**config.mk**
```make
export PLATFORM = sky130hd
export DESIGN_NAME = bus_read_controller
export DESIGN_NICKNAME = d
export VERILOG_FILES = /design/src/rtl/bus_read_pkg.sv /design/src/rtl/bus_read_controller.sv
export SDC_FILE = /design/constraint.sdc
export NUM_CORES = 1
export LEC_CHECK = 0
export CAP_MARGIN = 5
export CORE_MARGIN = 4
export CORE_UTILIZATION = 44
export DETAILED_ROUTE_END_ITERATION = 8
export GPL_ROUTABILITY_DRIVEN = 0
export PLACE_DENSITY = 0.84
export SLEW_MARGIN = 15
export SYNTH_ARGS = -nofsm -noshare
export SYNTH_HDL_FRONTEND = slang
export SYNTH_SLANG_ARGS = --single-unit
```
**constraint.sdc**
```tcl
create_clock -name Clock -period 2.19 [get_ports Clock]
set_clock_uncertainty 0.2 [all_clocks]
set_input_delay 0.438 -clock Clock [delete_from_list [all_inputs] [get_ports Clock]]
set_output_delay 0.438 -clock Clock [all_outputs]
set_load 0.02 [all_outputs]
```
**src/rtl/bus_read_pkg.sv**
```systemverilog
// Shared definitions for the bus read controller.
//   bus_state_e : FSM state encoding (IDLE / SETTLE / RESP)
//   CNT_BITS    : width of the settle counter (settle range 1..15)
package bus_read_pkg;

   typedef enum logic [1:0] {
      ST_IDLE   = 2'd0,
      ST_SETTLE = 2'd1,
      ST_RESP   = 2'd2
   } bus_state_e;

   localparam int unsigned CNT_BITS = 4;

endpackage : bus_read_pkg

```
**src/rtl/bus_read_controller.sv**
```systemverilog
// Read-side master for the shared tri-state data bus.
// Accepts a read request naming one bus source, pulls that source's chip select
// low for SettleCycles tick periods, samples the bus, and returns the word on a
// valid/ready response port. Out-of-range selects return an error response
// without touching any chip select.
// Ports:
//   Clock, Reset       : rising-edge clock, asynchronous active-high reset
//   Tick               : clock enable; state advances only on Clock edges with Tick=1
//   ReqValid/ReqSel    : read request and source index
//   ReqReady           : high only while idle (combinational from state)
//   CsN                : per-source select, active low, at most one bit low
//   BusIn              : shared bus value
//   RespValid/RespData/RespErr/RespReady : response handshake
module bus_read_controller
   import bus_read_pkg::*;
#(
   parameter int unsigned NrOfBits     = 8,
   parameter int unsigned NrOfSources  = 4,
   parameter int unsigned SelBits      = 2,
   parameter int unsigned SettleCycles = 1
) (
   input  logic                   Clock,
   input  logic                   Reset,
   input  logic                   Tick,
   input  logic                   ReqValid,
   input  logic [SelBits-1:0]     ReqSel,
   output logic                   ReqReady,
   output logic [NrOfSources-1:0] CsN,
   input  logic [NrOfBits-1:0]    BusIn,
   output logic                   RespValid,
   output logic [NrOfBits-1:0]    RespData,
   output logic                   RespErr,
   input  logic                   RespReady
);

   localparam logic [CNT_BITS-1:0] SETTLE_LOAD = CNT_BITS'(SettleCycles);

   bus_state_e                 state_q;
   logic [CNT_BITS-1:0]        cnt_q;
   logic [NrOfSources-1:0]     csn_q;
   logic                       resp_valid_q;
   logic [NrOfBits-1:0]        resp_data_q;
   logic                       resp_err_q;

   logic                       sel_ok;
   logic [NrOfSources-1:0]     sel_dec_n;

   assign sel_ok = (32'(ReqSel) < NrOfSources);

   // Active-low one-hot decode of the request; loaded into csn_q on accept so
   // CsN comes straight from a flop and cannot glitch.
   always_comb begin
      sel_dec_n = '1;
      for (int unsigned i = 0; i < NrOfSources; i++) begin
         sel_dec_n[i] = (32'(ReqSel) != i);
      end
   end

   always_ff @(posedge Clock or posedge Reset) begin
      if (Reset) begin
         state_q      <= ST_IDLE;
         cnt_q        <= '0;
         csn_q        <= '1;
         resp_valid_q <= 1'b0;
         resp_data_q  <= '0;
         resp_err_q   <= 1'b0;
      end else if (Tick) begin
         case (state_q)
            ST_IDLE: begin
               if (ReqValid) begin
                  if (sel_ok) begin
                     csn_q   <= sel_dec_n;
                     cnt_q   <= SETTLE_LOAD;
                     state_q <= ST_SETTLE;
                  end else begin
                     resp_data_q  <= '0;
                     resp_err_q   <= 1'b1;
                     resp_valid_q <= 1'b1;
                     state_q      <= ST_RESP;
                  end
               end
            end
            ST_SETTLE: begin
               if (cnt_q == CNT_BITS'(1)) begin
                  resp_data_q  <= BusIn;
                  resp_err_q   <= 1'b0;
                  resp_valid_q <= 1'b1;
                  csn_q        <= '1;
                  state_q      <= ST_RESP;
               end else begin
                  cnt_q <= cnt_q - CNT_BITS'(1);
               end
            end
            ST_RESP: begin
               if (RespReady) begin
                  resp_valid_q <= 1'b0;
                  state_q      <= ST_IDLE;
               end
            end
            default: begin
               csn_q        <= '1;
               resp_valid_q <= 1'b0;
               state_q      <= ST_IDLE;
            end
         endcase
      end
   end

   assign ReqReady  = (state_q == ST_IDLE);
   assign CsN       = csn_q;
   assign RespValid = resp_valid_q;
   assign RespData  = resp_data_q;
   assign RespErr   = resp_err_q;

endmodule : bus_read_controller

```
; ---- After elaboration in Yosys (flattened, before gate mapping)
; Cells that the tools add are included.
[totals]
reg_bits = 19
in_bits = 15
out_inout_bits = 15
[op_classes]
addsub = 1
n_eq_ne = 10
n_mux = 13
n_bitwise = 2
n_reduce_logical = 8
[op_table]
columns = operator, n
row1 = $mux 4, 4
row2 = $reduce_and 4->1, 4
row3 = $ne 2x2->1 const B, 6
row4 = $pmux 4 s3, 1
row5 = $pmux 4 s2, 1
row6 = $mux 2, 3
row7 = $pmux 2 s3, 1
row8 = $eq 4x1->1 const B, 1
row9 = $reduce_bool 2->1, 2
row10 = $sub 4x1->4 const B, 1
row11 = $pmux 1 s3, 1
row12 = $reduce_and 3->1, 1
row13 = $eq 2x1->1 const B, 1
row14 = $eq 2x2->1 const B, 1
row15 = $logic_not 2->1, 1
row16 = $mux 1, 2
row17 = $ne 2x1->1 const B, 1
row18 = $not 1->1, 2

; ---- Logic depth before layout (Yosys ltp)
[logic_depth]
word_depth = 3
mapped_depth = 5
mapped_depth_nobuf = 5

; ---- Least setup slack after synthesis
; Ideal clock, no wire load.
[synth_path]
path_type = reg2reg
startpoint = reg cnt_q[1]
endpoint = reg resp_data_q[0], in the netlist RespData[0]
arrival_time_ns = 1.698
t_required_ns = 1.865
path_slack_ns = 0.167
stages_incl_launch_ff = 6
n_path_buf = 0
path_cell_list = dfrtp_1 > inv_1 > ha_1 > or3b_4 > nor3_4 > mux2_2
[synth_between]
elab_chain_len = 2
[synth_rtl]
columns = element, line
row1 = "start, declared", bus_read_controller.sv:39  ; logic [CNT_BITS-1:0] cnt_q;
row2 = "start signal, assigned", bus_read_controller.sv:91  ; cnt_q <= cnt_q - CNT_BITS'(1);
row3 = $eq 4x1->1, bus_read_controller.sv:84  ; if (cnt_q == CNT_BITS'(1)) begin
row4 = $reduce_and 3->1 (no source line), n/a
row5 = "end signal, assigned", bus_read_controller.sv:85  ; resp_data_q <= BusIn;
row6 = "end, declared", bus_read_controller.sv:42  ; logic [NrOfBits-1:0] resp_data_q;
; No other way between the ends.
; A chain may end at the register's enable or synchronous reset.

; ---- Final worst setup path
[layout_path]
startpoint = reg cnt_q[1]
endpoint = reg resp_data_q[7], in the netlist RespData[7]
; Same word-level chain as after synthesis.

==> results.sh <==
export IMPL_status="completed"
export IMPL_crit_arrival_ns=2.10
export IMPL_synthFlopType="dfrtp_1"
export IMPL_drt_wl_total_um=2058
export IMPL_yosys_area_share_simple_pct=17.52
export IMPL_drv_slew=0
export IMPL_fin_nets=132
export IMPL_synth_mux_area_share_pct=11.17
export IMPL_drv_cap=0
export IMPL_insertion_delay_ns=0.30
export IMPL_p_leak_uw=0.0005814
export IMPL_synth_compound_area_share_pct=10.62
export IMPL_ys_types=30
export IMPL_die_w_um=53.41
export IMPL_ys_ff_latch=19
export IMPL_drc=0
export IMPL_crit_path_end_kind="flop"
export IMPL_synth_nets=97
export IMPL_root_buffer="clkbuf_4"
export IMPL_drt_initial_drc_count=14
export IMPL_final_common_cell="clkdlybuf4s50_1"
export IMPL_portBuffers=28
export IMPL_fmax_mhz=473.5
export IMPL_core_um2=1962
export IMPL_most_common_layout_cells="clkdlybuf4s50_1, dfrtp_1, mux2_2"
export IMPL_initial_core_util_pct=46.24
export IMPL_via_per_inst=5.298
export IMPL_netlist_top_cell_by_area="dfrtp_1"
export IMPL_avgSynthCellArea_um2=11.34
export IMPL_setup_ws_ns=0.07818
export IMPL_min_period_over_period_pct=96.43
export IMPL_start_kind="flop"
export IMPL_cts_htree_levels=1
export IMPL_crit_slowest_cell="dfrtp_1"
export IMPL_peakVddDrop_uv=764.9
export IMPL_required_ns=2.18
export IMPL_grt_remaining_overflow=0
export IMPL_pin_count=30
export IMPL_reg2reg_depth=6
export IMPL_syn_to_final_growth_pct=41.38
export IMPL_synth_xor_area_share_pct=0
export IMPL_synth_top_area_share_pct=41.38
export IMPL_ant_nets=0
export IMPL_seq_area_frac_synth_pct=52.97
export IMPL_tritoncts="done"
export IMPL_dpl_worst_slack_ns=0.04274
export IMPL_fp_dieArea_um2=2852
export IMPL_clkTransAtPathRegs_ns=0.11
export IMPL_track_usage_pct=17.24
export IMPL_yosys_warnings=0
export IMPL_netlist_top_cells_area="dfrtp_1, dfstp_2, mux2_2, inv_1, ha_1"
export IMPL_synth_edf_count=0
export IMPL_crit_type="reg2reg"
export IMPL_antenna_found_initial=0
export IMPL_setup_viol=0
export IMPL_nFillCells=179
export IMPL_cts_sinks=19
export IMPL_die_height_um=53.41
export IMPL_syn_area_um2=907.1
export IMPL_min_period_ns=2.112
export IMPL_min_path_type="in2async"
export IMPL_grt_max_degree=20
export IMPL_synth_top_family_by_area="simple AND/OR/NAND/NOR gates"
export IMPL_postCtsSetupRepairBufs=0
export IMPL_setup_tns_ns=0
export IMPL_crit_chain="inv_1 > ha_1 > or3b_4 > nor3_4 > buf_12 > mux2_2"
export IMPL_cts_buffer_depth=2
export IMPL_powerDensity_nw_per_um2=1292
export IMPL_fp_row_count=16
export IMPL_synth_fa_ha_area_share_pct=2.759
export IMPL_insertedDiodeCount=0
export IMPL_route_vias_total=747
export IMPL_synthArstFlopShare_pct=100.0
export IMPL_hold_violations=0
export IMPL_cp_max_fo=9
export IMPL_slowest_delay_ns=0.42
export IMPL_grt_pass1_wl_um=3512
export IMPL_first_global_vias=807
export IMPL_first_pass_iters=4
export IMPL_wl_per_cell_um=14.60
export IMPL_drive_gt1_share_pct=21.05
export IMPL_numCtsBuffers=3
export IMPL_rsz0062_at_grt="false"
export IMPL_postSynthCellCount=80
-- synth_stat cells (2+ instances only) --
cell type and n:
a21oi_1 3, dfrtp_1 15, dfstp_2 4, ha_1 2, inv_1 8, mux2_2 9, nand2_1 2, nand2b_1 3
nand3_1 2, nor2_1 4, nor2b_1 3, nor3_1 2, nor3b_1 2, o21ai_0 4, o221ai_1 2
-- registers in the layout (all words and copies together), names as in the netlist --
| signal | count |
|---|---|
| RespValid | 1 |
| cnt_q | 4 |
| RespData | 8 |
| CsN | 4 |
| state_q | 2 |
-- critical path: cells and delay by family (launching register included) --
| kind | cells | cell delay [ns] |
|---|---|---|
| adders and majority gates | 1 | 0.20 |
| buffers and inverters | 2 | 0.27 |
| DFF | 1 | 0.42 |
| muxes | 1 | 0.33 |
| and+or+nand+nor | 2 | 0.60 |
-- layout make-up --
cell class,count,area [µm²],share of cell area [%]
sequential,19,480.5,37.46
inverter,8,30.03,2.341
timing repair buffer,32,325.3,25.37
clock inverter,1,5.005,0.3902
tap,27,33.78,2.634
multi-input combinational,51,385.4,30.05
clock buffer,3,22.52,1.756
-- timing repair --
| item | in CTS | in global routing |
|---|---|---|
| setup endpoints to repair | 0 | 4 |
| gates resized for setup | 0 | 1 |
| hold endpoints to repair | 0 | 0 |
| hold buffers | 0 | 0 |
-- cell families (layout without fill, tap and decap cells) --
family | after synthesis | count (layout)
buffers and inverters | 10 | 44
other | 1 | 1
adder cells (fa/ha/maj) | 2 | 2
multiplexers | 9 | 9
AO/OA/AOI/OAI | 15 | 15
flip-flops | 19 | 19
AND/OR/NAND/NOR | 24 | 24
-- per-layer routing --
layer / track usage [%] / up-vias / part of all wire, %
met2: 29.18 / 32 / 54
met3: 3.380 / 4 / 4.9
li1: - / 348 / -
met4: 8.936 / 0 / 1.4
met1: 20.32 / 363 / 40
met5: 0 / - / 0
-- through the flow --
step / instance area (µm²) / utilization [%] / std cells / power [µW] / hold slack (ns)
floorplan: 907.1 / - / 80 / 1109 / 0.1862
global placement: 1252 / 63.84 / 137 / 1441 / 0.2523
detailed placement: 1252 / 63.84 / 137 / 1488 / 0.2571
CTS: 1280 / 65.24 / 141 / 1671 / 0.2728
global route: 1282 / 65.37 / 141 / 1767 / 0.2931
finish: 1282 / 65.37 / 141 / 1656 / 0.2609
-- final timing paths --
path / slack, ns / startpoint / end
max in group asynchronous: 1.27 / Reset / CsN[1]
worst min register to register: 0.27 / CsN[0] / CsN[0]
worst max-delay path: 0.08 / cnt_q[1] / RespData[7]
min in group Clock: 0.27 / CsN[0] / CsN[0]
worst min-delay path: 0.26 / Reset / RespData[2]
worst max register to register: 0.08 / cnt_q[1] / RespData[7]
-- power by group --
group          total (µW)  internal (µW)  switching [µW]
logic                 833            431             402
registers             647            527             120
clock network         176           68.1             108
total                1660           1030             630
Power figures use the tool's default switching activity.
